==> src/rtl/mmio_bridge_if.sv <==
// Core/DRAM data-port bundle seen by the MMIO bridge.
// The master side is the core plus DRAM; the slave side is the bridge that decodes and steers it.
interface mmio_bridge_if;
  logic [31:0] DataAdr;
  logic [31:0] WriteData;
  logic        MemWrite;
  logic [31:0] ReadData;
  logic [31:0] RamReadData;
  logic        RamWE;

  modport master (
    output DataAdr, WriteData, MemWrite, RamReadData,
    input  ReadData, RamWE
  );

  modport slave (
    input  DataAdr, WriteData, MemWrite, RamReadData,
    output ReadData, RamWE
  );
endinterface

==> src/rtl/mmio_bridge.sv <==
// Address decoder steering core loads/stores to DRAM or to the LED, UART TX (with FIFO)
// and free-running timer peripherals in the 0x400 window.
module mmio_bridge #(
  parameter int UART_DIV   = 434,
  parameter int FIFO_DEPTH = 4
) (
  input  logic         clk,
  input  logic         reset,
  mmio_bridge_if.slave bus,
  output logic [7:0]   leds,
  output logic         uart_tx
);

  localparam int PW = $clog2(FIFO_DEPTH);
  localparam int BW = (UART_DIV > 2) ? $clog2(UART_DIV) : 1;
  localparam logic [PW:0]   DEPTH_C   = (PW+1)'(FIFO_DEPTH);
  localparam logic [BW-1:0] BAUD_LAST = BW'(UART_DIV - 1);

  typedef enum logic [1:0] {IDLE, START, DATA, STOP} uart_state_t;

  uart_state_t   state;
  logic [BW-1:0] baud_cnt;
  logic [2:0]    bit_idx;
  logic [7:0]    shift;
  logic [31:0]   timer;
  logic          overflow;

  logic [7:0]    fifo_mem [FIFO_DEPTH];
  logic [PW-1:0] wr_ptr, rd_ptr;
  logic [PW:0]   count;

  logic is_ram, sel_led, sel_data, sel_stat, sel_timer;
  logic full, empty, busy, pop, push_req, push_ok, drop, baud_done;

  assign is_ram    = bus.DataAdr < 32'h0000_0400;
  assign sel_led   = bus.DataAdr == 32'h0000_0400;
  assign sel_data  = bus.DataAdr == 32'h0000_0404;
  assign sel_stat  = bus.DataAdr == 32'h0000_0408;
  assign sel_timer = bus.DataAdr == 32'h0000_040C;

  assign full      = count == DEPTH_C;
  assign empty     = count == '0;
  assign busy      = state != IDLE;
  assign pop       = (state == IDLE) && !empty;
  assign push_req  = bus.MemWrite && sel_data;
  // A pop in the same cycle frees a slot, so a full FIFO can still take the push.
  assign push_ok   = push_req && (!full || pop);
  assign drop      = push_req && !push_ok;
  assign baud_done = baud_cnt == BAUD_LAST;

  always_comb begin
    bus.ReadData = '0;
    bus.RamWE    = 1'b0;
    if (is_ram) begin
      bus.RamWE    = bus.MemWrite;
      bus.ReadData = bus.RamReadData;
    end else if (sel_led) begin
      bus.ReadData = {24'b0, leds};
    end else if (sel_stat) begin
      bus.ReadData = {28'b0, overflow, busy, empty, full};
    end else if (sel_timer) begin
      bus.ReadData = timer;
    end
  end

  always_ff @(posedge clk or negedge reset) begin
    if (!reset) begin
      leds  <= '0;
      timer <= '0;
    end else begin
      if (bus.MemWrite && sel_led)
        leds <= bus.WriteData[7:0];
      if (bus.MemWrite && sel_timer)
        timer <= bus.WriteData;
      else
        timer <= timer + 32'd1;
    end
  end

  always_ff @(posedge clk) begin
    if (push_ok)
      fifo_mem[wr_ptr] <= bus.WriteData[7:0];
  end

  // Overflow clear beats a simultaneous dropped push.
  always_ff @(posedge clk or negedge reset) begin
    if (!reset) begin
      wr_ptr   <= '0;
      rd_ptr   <= '0;
      count    <= '0;
      overflow <= 1'b0;
    end else begin
      if (push_ok)
        wr_ptr <= wr_ptr + PW'(1);
      if (pop)
        rd_ptr <= rd_ptr + PW'(1);
      case ({push_ok, pop})
        2'b10:   count <= count + (PW+1)'(1);
        2'b01:   count <= count - (PW+1)'(1);
        default: count <= count;
      endcase
      if (bus.MemWrite && sel_stat)
        overflow <= 1'b0;
      else if (drop)
        overflow <= 1'b1;
    end
  end

  always_ff @(posedge clk or negedge reset) begin
    if (!reset) begin
      state    <= IDLE;
      baud_cnt <= '0;
      bit_idx  <= '0;
      shift    <= '0;
      uart_tx  <= 1'b1;
    end else begin
      case (state)
        IDLE: begin
          uart_tx <= 1'b1;
          if (pop) begin
            shift    <= fifo_mem[rd_ptr];
            baud_cnt <= '0;
            uart_tx  <= 1'b0;
            state    <= START;
          end
        end
        START: begin
          if (baud_done) begin
            baud_cnt <= '0;
            bit_idx  <= '0;
            uart_tx  <= shift[0];
            state    <= DATA;
          end else begin
            baud_cnt <= baud_cnt + BW'(1);
          end
        end
        DATA: begin
          if (baud_done) begin
            baud_cnt <= '0;
            if (bit_idx == 3'd7) begin
              uart_tx <= 1'b1;
              state   <= STOP;
            end else begin
              bit_idx <= bit_idx + 3'd1;
              uart_tx <= shift[bit_idx + 3'd1];
            end
          end else begin
            baud_cnt <= baud_cnt + BW'(1);
          end
        end
        STOP: begin
          uart_tx <= 1'b1;
          if (baud_done) begin
            baud_cnt <= '0;
            state    <= IDLE;
          end else begin
            baud_cnt <= baud_cnt + BW'(1);
          end
        end
        default: state <= IDLE;
      endcase
    end
  end

endmodule

==> src/flat_wrapper.sv <==
// flat-port wrapper written by rule: the top's interface ports become plain ports
module mmio_bridge_flat 
#(
  parameter int UART_DIV   = 434,
  parameter int FIFO_DEPTH = 4
)
  (clk, reset, leds, uart_tx, bus_DataAdr, bus_WriteData, bus_MemWrite, bus_RamReadData, bus_ReadData, bus_RamWE);
  mmio_bridge_if bus_i ();
  input  logic clk;
  input  logic reset;
  output logic [7:0] leds;
  output logic uart_tx;
  input wire logic [$bits(bus_i.DataAdr)-1:0] bus_DataAdr;
  input wire logic [$bits(bus_i.WriteData)-1:0] bus_WriteData;
  input wire logic [$bits(bus_i.MemWrite)-1:0] bus_MemWrite;
  input wire logic [$bits(bus_i.RamReadData)-1:0] bus_RamReadData;
  output wire logic [$bits(bus_i.ReadData)-1:0] bus_ReadData;
  output wire logic [$bits(bus_i.RamWE)-1:0] bus_RamWE;
  assign bus_i.DataAdr = bus_DataAdr;
  assign bus_i.WriteData = bus_WriteData;
  assign bus_i.MemWrite = bus_MemWrite;
  assign bus_i.RamReadData = bus_RamReadData;
  assign bus_ReadData = bus_i.ReadData;
  assign bus_RamWE = bus_i.RamWE;
  mmio_bridge #(.UART_DIV(UART_DIV), .FIFO_DEPTH(FIFO_DEPTH)) u_core (.clk(clk), .reset(reset), .bus(bus_i), .leds(leds), .uart_tx(uart_tx));
endmodule
==> config.mk <==
export PLATFORM = sky130hd
export DESIGN_NAME = mmio_bridge_flat
export DESIGN_NICKNAME = d
export VERILOG_FILES = /design/src/rtl/mmio_bridge_if.sv /design/src/rtl/mmio_bridge.sv /design/src/flat_wrapper.sv
export SDC_FILE = /design/constraint.sdc
export NUM_CORES = 1
export LEC_CHECK = 0
export ABC_CLOCK_PERIOD_IN_PS = 4900
export BUFFER_PORTS_ARGS = -buffer_cell sky130_fd_sc_hd__buf_2
export CAP_MARGIN = 20
export CORE_MARGIN = 2
export CORE_UTILIZATION = 55
export DETAILED_ROUTE_END_ITERATION = 8
export GPL_ROUTABILITY_DRIVEN = 0
export PLACE_DENSITY_LB_ADDON = 0.3
export REMOVE_ABC_BUFFERS = 1
export SYNTH_ARGS = -nofsm -noshare
export SYNTH_HDL_FRONTEND = slang
export SYNTH_SLANG_ARGS = --single-unit
==> constraint.sdc <==
create_clock -name clk -period 4.9 [get_ports clk]
set_input_delay 0.245 -clock clk [delete_from_list [all_inputs] [get_ports clk]]
set_output_delay 0.245 -clock clk [all_outputs]
set_load 0.01 [all_outputs]
==> metrics.yaml <==
status:
  status: "complete, no violations"
clock_tree:
  hold_buffers: 0
  clockBufferDepth: 2
  cts_sinks: 103
  clock-root-buffer: "clkbuf_8"
  postCtsSetupBuffers: 0
  clk-insertion-delay-late_ns: 0.37
  tritoncts: "built"
  cts_max_level: 3
  post_cts_resized: 0
  cts_buffers: 9
  clk_pin_slew_ns: 0.10
setup_path:
  critical_path_required_ns: 5.19
  crit_path_end_kind: "flop"
  cp_max_fo: 8
  crit_path_start_kind: "flop"
  max_stage_delay_ns: 0.42
  cp_cell_sequence: "inv_1 > ha_1 > inv_1 > nand3_1 > nand4b_1 > nor2_1 > inv_1 > ha_1 > inv_1 > fa_1 > mux2i_1"
  r2r_end: "u_core.count[1]"
  critPathBufInv: 4
  critical_path.top_delay_family: "adder cells"
  r2r-start: "u_core.state[0]"
  reg2reg_slack_ns: 2.28
  path_class: "reg -> reg"
  crit_path_top_delay_cell: "dfrtp_1"
  cp.arrival_ns: 2.90
  path_common_cell: "inv_1"
  reg2reg_depth: 11
power:
  powerDensity_nw_per_um2: 229
  ir_worst_vdd_mv: 0.130
  power_leakage_nw: 2.98
sta:
  setup_viol: 0
  finClkSkew_ns: 0.00773
  worst_slew_pin_slew_ns: 0.899
  hold_violations: 0
  tns_ns: 0
  fin_crit_ns: 2.62
  slew_headroom_pct: 40.1
  rsz0062_at_grt: "false"
  hold_ws_ns: 0.0587
  drv_slew: 0
  fin_crit_sh_pct: 53.4
  max_freq_ghz: 0.382
synthesis:
  synth_edf_count: 32
  synth-main-ff-cell: "dfrtp_1"
  synthArstFlopShare_pct: 68.9
  syn_avg_cell_area_um2: 10.6
  synth-seq-cells: 103
  yosysSeqAreaShare_pct: 51.0
  synthCells: 508
  yosys_warnings: 0
  synth_area_um2: 5370
  synth_cell_types: 35
placed_design:
  placedCellCount: 761
  io_buffers: 140
  dpl.hpwl_um: 9270
global_routing:
  grt_pass1_vias: 4028
  grt_use_total_pct: 24.4
  grt_overflow_total: 0
  grt_first_pass_wirelength_um: 19700
  antenna_found_initial: 0
  grt_max_degree: 72
finish:
  stdcell_count: 778
  diodes: 0
  drive_gt1_share_pct: 29.0
  final_common_cell: "buf_2"
  nets: 754
  fillCellCount: 787
  areaGrowthSynthToFinish_pct: 18.8
  mostFrequentLayoutCells: "buf_2 (140), dfrtp_1 (70), nor2_1 (57)"
  fin_util_pct: 66.2
die:
  die_w_um: 103
  start_util_pct: 55.8
  core_area_um2: 9640
  row_count: 36
  die_area_um2: 10600
  die_h_um: 103
  ios: 141
route:
  drt_iter0_markers: 153
  viasPerCell: 5.57
  wl_um: 12500
  drc: 0
  routedWlPerCell_um: 16.1
  route.met2.wl_um: 6190
  wl_met1_um: 5480
  ant_nets: 0
  vias: 4335
  met3WireLength_um: 667
  top_layer: "met4"
  dr.pass1.iters: 4
worst_hold_path:
  min_path_type: "in -> async"
flow_run:
  max_cap_violations: 0
## sequential cells by signal, indices dropped and copies added, names as in the netlist
register,cells
u_core.wr_ptr,2
u_core.overflow,1
u_core.state,2
u_core.rd_ptr,2
u_core.fifo_mem,32
u_core.baud_cnt,9
u_core.uart_tx,1
u_core.leds,8
u_core.shift,8
u_core.count,3
u_core.bit_idx,3
u_core.timer,32
## how the worst max path moves through the flow
| stage | startpoint | endpoint | slack (ns) | cells after the start |
|---|---|---|---|---|
| 3_3_place_gp | bus_DataAdr[16] | u_core.count[2] | 2.01 | 12 |
| 6_report | u_core.state[0] | u_core.count[1] | 2.28 | 11 |
| 3_5_place_dp | bus_DataAdr[16] | u_core.count[2] | 1.93 | 12 |
| 5_1_grt | u_core.state[0] | u_core.count[2] | 2.01 | 13 |
| 2_1_floorplan | bus_DataAdr[24] | u_core.timer[1] | 1.66 | 5 |
| 4_1_cts | u_core.state[0] | u_core.count[2] | 2.29 | 10 |
## kinds of logic after synthesis
family,synth area share (%)
and+or+nand+nor,17.2
DFF,51.0
AOI/OAI and AO/OA,11.5
buffers and inverters,2.68
xor gates and xnor gates,6.03
muxes,8.01
adders and majority gates,3.63
## per-layer routing
metal	vias up	GRT usage [%]
met5	-	0
met4	0	6.88
met3	13	4.27
met2	135	39.8
met1	2092	34.1
li1	2095	-
## metrics by stage
stage,total power (W),setup slack [ns],cell area (um2)
floorplan,0.000915,1.66,5290
global placement,0.000977,2.01,6180
detailed placement,0.000979,1.93,6180
CTS,0.00148,2.29,6360
global route,0.00152,2.01,6380
finish,0.00146,2.28,6380
## cells in the mapped netlist, types with 14 or more instances
library cell  number  area [um2]
a21oi_1           36         180
edfxtp_1          32         961
nand2_1           56         210
ha_1              14         175
nor2_1            57         214
inv_1             15        56.3
dfrtp_1           70        1750
nand3_1           19        95.1
clkbuf_1          22        82.6
a22o_1            30         263
o21ai_0           24         120
xor2_1            24         210
## final cells by class
class / count / area [um2] / share of cell area, %
Clock buffer: 10 / 128 / 2.00
Clock inverter: 6 / 51.3 / 0.804
Inverter: 15 / 56.3 / 0.882
Multi-Input combinational cell: 367 / 2500 / 39.1
Sequential cell: 103 / 2740 / 42.9
Tap cell: 133 / 166 / 2.61
Timing Repair Buffer: 144 / 743 / 11.6
## power breakdown
| part | total, W | switching, W | internal, W |
|---|---|---|---|
| Combinational | 0.0000719 | 0.0000392 | 0.0000327 |
| Sequential | 0.000888 | 0.00000105 | 0.000887 |
| Clock | 0.000504 | 0.000309 | 0.000195 |
Power figures use the tool's default switching activity.
